File: src/rtl/keypad_pkg.sv
`default_nettype none
// ============================================================================
//  Module      : keypad_pkg
//  Description : Shared types and constants for the hex keypad entry block:
//                FSM state encoding, key map table, clear-key location and
//                small row-pattern helpers.
//  Revision    : 1.0  initial release
// ============================================================================
package keypad_pkg;

    typedef enum logic [1:0] {
        SCAN     = 2'd0,
        DEBOUNCE = 2'd1,
        PRESSED  = 2'd2,
        RELEASE  = 2'd3
    } state_t;

    // Indexed [row][col], col 0 is the leftmost column.
    localparam logic [3:0] KEY_MAP [4][4] = '{
        '{4'h1, 4'h2, 4'h3, 4'hA},
        '{4'h4, 4'h5, 4'h6, 4'hB},
        '{4'h7, 4'h8, 4'h9, 4'hC},
        '{4'hE, 4'h0, 4'hF, 4'hD}
    };

    localparam logic [1:0] CLEAR_ROW = 2'd3;
    localparam logic [1:0] CLEAR_COL = 2'd0;

    // True when exactly one active-low row line is asserted.
    function automatic logic single_low(input logic [3:0] v);
        return ($countones(~v) == 1);
    endfunction

    // Index of the (single) low bit of an active-low row pattern.
    function automatic logic [1:0] low_index(input logic [3:0] v);
        logic [1:0] idx;
        idx = 2'd0;
        for (int i = 0; i < 4; i++) begin
            if (!v[i]) begin
                idx = 2'(i);
            end
        end
        return idx;
    endfunction

endpackage
`default_nettype wire

File: src/rtl/keypad_sync.sv
`default_nettype none
// ============================================================================
//  Module      : keypad_sync
//  Description : 4-bit two-flop synchronizer for the keypad row lines.
//                Resets to all-ones (idle, no key pressed).
//  Revision    : 1.0  initial release
// ============================================================================
module keypad_sync (
    input  logic       clk,
    input  logic       rst,
    input  logic [3:0] i_async,
    output logic [3:0] o_sync
);

    logic [3:0] r_meta;
    logic [3:0] r_sync;

    // Two back-to-back flops to resolve metastability on the row inputs.
    always_ff @(posedge clk or posedge rst) begin
        if (rst) begin
            r_meta <= 4'hF;
            r_sync <= 4'hF;
        end else begin
            r_meta <= i_async;
            r_sync <= r_meta;
        end
    end

    assign o_sync = r_sync;

endmodule
`default_nettype wire

File: src/rtl/hex_keypad_entry.sv
`default_nettype none
// ============================================================================
//  Module      : hex_keypad_entry
//  Description : Scans a 4x4 active-low hex keypad, debounces press and
//                release, encodes the key and shifts it into an 8-bit entry
//                register feeding a dual seven-segment display.
//                Optional macro KEYPAD_CLEAR_EN turns key r3/c0 into a clear
//                key (entry zeroed, display blanked).
//  Revision    : 1.0  initial release
// ============================================================================
module hex_keypad_entry
    import keypad_pkg::*;
#(
    parameter int SCAN_DIV        = 1000,
    parameter int DEBOUNCE_CYCLES = 50000
) (
    input  logic       clk,
    input  logic       reset,
    input  logic [3:0] rows,
    output logic [3:0] cols,
    output logic [7:0] data,
    output logic [3:0] key_code,
    output logic       key_valid,
    output logic       blank
);

    localparam int DW = (SCAN_DIV > 1)        ? $clog2(SCAN_DIV)        : 1;
    localparam int BW = (DEBOUNCE_CYCLES > 1) ? $clog2(DEBOUNCE_CYCLES) : 1;
    localparam logic [DW-1:0] C_DWELL_LAST = DW'(SCAN_DIV - 1);
    localparam logic [BW-1:0] C_DEB_LAST   = BW'(DEBOUNCE_CYCLES - 1);

    state_t        r_state, w_state_nxt;
    logic [1:0]    r_col,   w_col_nxt;
    logic [DW-1:0] r_dwell, w_dwell_nxt;
    logic [BW-1:0] r_deb,   w_deb_nxt;
    logic [1:0]    r_row,   w_row_nxt;
    logic [3:0]    r_pat,   w_pat_nxt;
    logic [7:0]    r_data,  w_data_nxt;
    logic [3:0]    r_code,  w_code_nxt;
    logic          r_valid, w_valid_nxt;
    logic          r_blank, w_blank_nxt;
    logic [3:0]    w_rs;
    logic [3:0]    w_key;

    keypad_sync u_sync (
        .clk     (clk),
        .rst     (reset),
        .i_async (rows),
        .o_sync  (w_rs)
    );

    assign w_key = KEY_MAP[r_row][r_col];

    // State, counters and output registers; everything returns to idle on reset.
    always_ff @(posedge clk or posedge reset) begin
        if (reset) begin
            r_state <= SCAN;
            r_col   <= 2'd0;
            r_dwell <= '0;
            r_deb   <= '0;
            r_row   <= 2'd0;
            r_pat   <= 4'hF;
            r_data  <= 8'h00;
            r_code  <= 4'h0;
            r_valid <= 1'b0;
            r_blank <= 1'b1;
        end else begin
            r_state <= w_state_nxt;
            r_col   <= w_col_nxt;
            r_dwell <= w_dwell_nxt;
            r_deb   <= w_deb_nxt;
            r_row   <= w_row_nxt;
            r_pat   <= w_pat_nxt;
            r_data  <= w_data_nxt;
            r_code  <= w_code_nxt;
            r_valid <= w_valid_nxt;
            r_blank <= w_blank_nxt;
        end
    end

    // Next-state and next-register logic. Counters only increment below their
    // terminal value, so they can never wrap.
    always_comb begin
        w_state_nxt = r_state;
        w_col_nxt   = r_col;
        w_dwell_nxt = r_dwell;
        w_deb_nxt   = r_deb;
        w_row_nxt   = r_row;
        w_pat_nxt   = r_pat;
        w_data_nxt  = r_data;
        w_code_nxt  = r_code;
        w_valid_nxt = 1'b0;
        w_blank_nxt = r_blank;

        case (r_state)
            SCAN: begin
                if (r_dwell >= C_DWELL_LAST) begin
                    w_dwell_nxt = '0;
                    if (single_low(w_rs)) begin
                        // Exactly one row low: hold this column and debounce.
                        w_pat_nxt   = w_rs;
                        w_row_nxt   = low_index(w_rs);
                        w_deb_nxt   = '0;
                        w_state_nxt = DEBOUNCE;
                    end else begin
                        w_col_nxt = r_col + 2'd1;
                    end
                end else begin
                    w_dwell_nxt = r_dwell + 1'b1;
                end
            end

            DEBOUNCE: begin
                if (w_rs == r_pat) begin
                    if (r_deb >= C_DEB_LAST) begin
                        w_deb_nxt   = '0;
                        w_state_nxt = PRESSED;
                    end else begin
                        w_deb_nxt = r_deb + 1'b1;
                    end
                end else begin
                    // Bounce or a different pattern: rescan this same column.
                    w_deb_nxt   = '0;
                    w_dwell_nxt = '0;
                    w_state_nxt = SCAN;
                end
            end

            PRESSED: begin
                w_valid_nxt = 1'b1;
                w_deb_nxt   = '0;
                w_state_nxt = RELEASE;
`ifdef KEYPAD_CLEAR_EN
                if ((r_row == CLEAR_ROW) && (r_col == CLEAR_COL)) begin
                    w_data_nxt  = 8'h00;
                    w_blank_nxt = 1'b1;
                    w_code_nxt  = 4'hE;
                end else begin
                    w_data_nxt  = {r_data[3:0], w_key};
                    w_blank_nxt = 1'b0;
                    w_code_nxt  = w_key;
                end
`else
                w_data_nxt  = {r_data[3:0], w_key};
                w_blank_nxt = 1'b0;
                w_code_nxt  = w_key;
`endif
            end

            RELEASE: begin
                if (w_rs == 4'hF) begin
                    if (r_deb >= C_DEB_LAST) begin
                        // Fully released: restart scanning from the left column.
                        w_deb_nxt   = '0;
                        w_dwell_nxt = '0;
                        w_col_nxt   = 2'd0;
                        w_state_nxt = SCAN;
                    end else begin
                        w_deb_nxt = r_deb + 1'b1;
                    end
                end else begin
                    w_deb_nxt = '0;
                end
            end

            default: begin
                w_state_nxt = SCAN;
            end
        endcase
    end

    assign cols      = ~(4'b0001 << r_col);
    assign data      = r_data;
    assign key_code  = r_code;
    assign key_valid = r_valid;
    assign blank     = r_blank;

endmodule
`default_nettype wire
File: config.mk
export PLATFORM = sky130hd
export DESIGN_NAME = hex_keypad_entry
export DESIGN_NICKNAME = d
export VERILOG_FILES = /design/src/rtl/keypad_pkg.sv /design/src/rtl/keypad_sync.sv /design/src/rtl/hex_keypad_entry.sv
export SDC_FILE = /design/constraint.sdc
export NUM_CORES = 1
export LEC_CHECK = 0
export CAP_MARGIN = 20
export CELL_PAD_IN_SITES_DETAIL_PLACEMENT = 1
export CELL_PAD_IN_SITES_GLOBAL_PLACEMENT = 2
export CORE_MARGIN = 5
export CORE_UTILIZATION = 39
export CTS_BUF_LIST = sky130_fd_sc_hd__clkbuf_4 sky130_fd_sc_hd__clkbuf_8
export DETAILED_ROUTE_END_ITERATION = 8
export GPL_ROUTABILITY_DRIVEN = 1
export GPL_TIMING_DRIVEN = 0
export PLACE_DENSITY_LB_ADDON = 0.3
export RECOVER_POWER = 25
export SYNTH_ARGS = -nofsm -noshare
export SYNTH_HDL_FRONTEND = slang
export SYNTH_SLANG_ARGS = --single-unit
File: constraint.sdc
create_clock -name clk -period 2.75 [get_ports clk]
set_input_delay 0.4125 -clock clk [delete_from_list [all_inputs] [get_ports clk]]
set_output_delay 0.4125 -clock clk [all_outputs]
set_load 0.02 [all_outputs]
==> summary by stage, run 1 <==
Outcome
The run finished with clean final reports.

Final layout
In the final layout, the share of cells above drive strength 1 is 17.54%. The net total in the final layout is 340. Once layout is complete, the cells apart from fillers number 424. The area growth from synthesis to layout is 15.59%. Counting the fill cells in the layout gives 848.

The commonest non-fill, non-tap cell in the layout is dfrtp_1. 0 antenna diodes ended up in the layout. Leaving out fill and tap cells, the most frequent cells in the layout are 41 x dfrtp_1, 33 x nand2_1, 18 x nor2_1, 18 x clkdlybuf4s50_1, 17 x nand3_1. In the final layout, the multi-input gates occupy 1423 um^2. Across the whole layout, storage elements account for 1368 um^2.

Min path
Counting instances, the worst hold path has a depth of 0. The worst min-delay path category is reg -> reg. For hold timing, the worst endpoint is u_sync.o_sync[0]$_DFF_PP1_.

The worst hold path begins at u_sync.r_meta[0]$_DFF_PP1_.

Place
Once placement completed, the tool counted placed cells totaling 416. Detailed placement finished with a half-perimeter wire length of 4951 um. The count of buffers added on input and output ports is 23. The pre-CTS setup slack is 0.04561 ns. The final weighted congestion in routability-driven placement is 0.7372.

Setup path
The largest stage delay on the critical path is 0.61 ns. The critical register-to-register path startpoint is u_sync.o_sync[1]$_DFF_PP1_. The signal on the critical path passes through fa_1, inv_1, ha_1, ha_1, nor3b_2, a21oi_2, buf_2, a32oi_1, o21ai_1. The critical path is of the reg -> reg type.

For the worst flop-to-flop path, the logic depth is 9. Data on the critical path is required at its endpoint by 2.96 ns. The startpoint of the most critical setup path is u_sync.o_sync[1]$_DFF_PP1_.

The arrival time at the worst endpoint is 2.76 ns. The endpoint of the worst-slack reg-to-reg timing path is r_deb[10]$_DFFE_PP0P_. The startpoint class of the critical path is a flip-flop. The most used cell along the critical path is ha_1. The kind of cell with the highest combined delay along the critical path is adder cells. Along the worst path, the maximum fanout reaches 10. Setup slack on the worst reg-to-reg path comes out at 0.20 ns.

The endpoint kind of the worst setup timing path is a flip-flop. The cell with the biggest individual delay on the critical path is dfstp_2. The buffer and inverter count on the worst path is 2.

Global route
The initial antenna violation count was 0. The total global routing overflow is 0. The wire length of the first global-routing pass is 11830 um.

Entering global routing, the biggest net connects 35 pins. The number of global-route vias before repair is 2365. Global routing consumed, over all layers together, 15.11% of the routing resources.

Routing
After detailed routing, the met3 layer carries 176 um of wire. The first routing iteration left 78 violations. The first-pass iteration count of the detailed router is 4.

Routed signal wires occupy layers up through met4. The final routed wirelength across all metal layers is 6705 um. The detailed router put a total of 3185 um of wire on met1. After detailed routing, the number of remaining DRC violations is 0. The average vias per placed instance is 5.401. The remaining number of nets flagged by the antenna check after routing is 0. For this block, the via count after detailed routing is 2290. Wire segments on met2 add up to 3275 um in the final route. After detailed routing, the average wire length per cell comes to 15.81 um.

Clock network
The clock tree from TritonCTS is built. For this design, the sink count on the clock tree is 54. Once the clock tree was built, the setup fixing pass inserted 0 buffers. The number of clock buffers added by TritonCTS is 5. The number of buffers on the longest clock path is 2. The maximum level of the CTS H-tree is 2.

The later pin in the worst-skew pair is clocked with a latency of 0.32 ns. The clock-pin slew reported for the worst setup and hold paths after clock tree synthesis is 0.10 ns. The root buffer cell chosen for the clock tree is clkbuf_8.

For this design, the CTS-stage hold fixing added 0 buffers.

STA
Dividing the final minimum period by the clock period gives 92.75%. Setup repair after global routing left no endpoint under its margin. The slew of the pin with the lowest slew margin is 0.8474 ns.

The timing-limited maximum frequency is 392.1 MHz. The final clock skew is 0.006960 ns. The worst pin sits at a relative slew slack of 43.51%. The number of hold-slack violations in the final timing report was 0. Setup violations remaining at the end of the flow were counted as 0. The post-layout worst setup margin is 0.1995 ns. For the finished layout, the period the worst path requires is 2.550 ns. The final number of max-transition violations was 0.

Power and ir drop
Registers are responsible for 61.1% of the overall power. For this design the ratio of total power to cell area is 391.3 nW/um^2. The worst-case IR drop observed on VDD is 0.0001670 V.

The analysis attributes to cell leakage a power of 0.001411 uW. The switching share of total power is 24.36%. Combinational logic is responsible for 3.2% of the overall power. The clock network accounts for 35.8% of the total power.

In this run the power spent charging and discharging nets is 323.6 uW. The internal power component is 1005 uW.

Floorplan
From bottom edge to top edge, the die measures 96.78 um. The region available for standard cell placement spans 7292 um^2. The die covers 9365 um^2.

The die boundary width is 96.78 um. 24 I/O pins were placed. The starting density of the core is 40.27%. The number of placement rows is 31.

Synthesis
The sequential fraction of the synthesis area is 46.57%. The number of synthesized flops with an enable pin is 0. The fraction of registers with async set or reset after synthesis is 100.0%. The synthesized design contains 54 register bits.

Averaged over all synthesized cells, the footprint is 10.02 um^2. The cell area that synthesis handed to floorplanning was 2937 um^2. Synthesis handed over a netlist of 293 instances. The most used flip-flop cell after synthesis is dfrtp_1. The total nets after synthesis is 309. The number of distinct library cells after synthesis is 58. The yosys synthesis warning count is 0.

Flow run
Max-cap violations in this run came to 0.
==> logic make-up after synthesis <==
group                      Yosys count  synth area share, %
AOI/OAI and AO/OA                   69                17.38
DFF                                 54                46.57
xor gates and xnor gates             4                1.193
adders and majority gates           10                4.516
muxes                               10                4.261
buffers and inverters               29                5.155
and+or+nand+nor                    117                20.92
==> Yosys cell counts, types with 5 or more instances <==
cell      number  area share, %
nor2_1        18            2.3
a21oi_1       11            1.9
o211ai_1       6            1.5
dfstp_2       13             12
a31oi_1       10            2.1
ha_1           9            3.8
a22o_1         5            1.5
inv_1         15            1.9
nand2b_1       5            1.1
dfrtp_1       41             35
nand3_1       17            2.9
nor3_1         7            1.2
o21ai_0       14            2.4
nand4_1        8            1.7
nand2_1       33            4.2
==> final cells by class <==
class | count | share of cell area [%]
repair buffers | 24 | 6.930
clock inverters | 3 | 0.7372
flip-flops and latches | 54 | 40.29
clock buffers | 5 | 2.027
well taps | 99 | 3.649
inverters | 15 | 1.659
plain buffers | 14 | 2.801
multi-input cells | 210 | 41.91
==> flip-flops by register name (all words and copies together), names as in the netlist, named ones only <==
register,flops
r_row,2
r_deb,16
r_col,2
r_dwell,10
data,8
r_state,1
key_valid,1
u_sync.r_meta,4
u_sync.o_sync,4
blank,1
r_pat,4
==> power by group through the flow <==
stage	Sequential, uW	Clock (uW)	Combinational [uW]
global placement	826	0	41.8
global route	813	530	50.6
CTS	812	493	47.0
finish	811	475	42.4
detailed placement	826	0	47.3
floorplan	824	0	26.9
==> worst max-delay path by stage <==
| stage | endpoint | cells after the start |
|---|---|---|
| detailed placement | r_deb[10]$_DFFE_PP0P_ | 9 |
| global placement | r_dwell[5]$_DFFE_PP0P_ | 2 |
| finish | r_deb[10]$_DFFE_PP0P_ | 9 |
| global route | r_deb[10]$_DFFE_PP0P_ | 9 |
| CTS | r_deb[10]$_DFFE_PP0P_ | 9 |
| floorplan | r_deb[10]$_DFFE_PP0P_ | 9 |
==> worst register-to-register path: cells and delay by family, from the launching register on <==
| kind | cells | cell delay [ns] |
|---|---|---|
| compound gates | 3 | 0.43 |
| fa+ha+maj | 3 | 0.80 |
| buf+inv | 2 | 0.32 |
| flops | 1 | 0.61 |
| simple gates | 1 | 0.28 |
==> what timing repair did <==
item                                    CTS  global route
hold endpoints to repair                  0             0
endpoints found under the setup margin    0            15
resized for setup                         0             1
==> layer usage <==
metal	GRT usage, %	vias to the layer above
met5	0	-
met4	3.888	0
met3	2.878	7
met2	25.37	29
met1	20.01	1135
li1	-	1119
==> through the flow <==
| step | area, um^2 | power (uW) | util, % | hold WS [ns] | TNS (ns) |
|---|---|---|---|---|---|
| finish | 3395 | 1328 | 46.55 | 0.3662 | 0 |
| global route | 3395 | 1393 | 46.55 | 0.3753 | 0 |
| CTS | 3405 | 1353 | 46.69 | 0.3690 | 0 |
| detailed placement | 3311 | 873.6 | 45.40 | 0.3496 | 0 |
| global placement | 3291 | 868.0 | 45.13 | 0.3500 | -1.535 |
| floorplan | 2937 | 850.9 | - | 0.3452 | 0 |
Note: power is estimated with default switching activity, not from simulation.
==> run 2, diff against run 1 <==
Settings changed: CTS_CLUSTER_SIZE set to 25.
==> results of run 2 <==
Same layout as run 1: the final DEF is identical, and so are final timing and power.
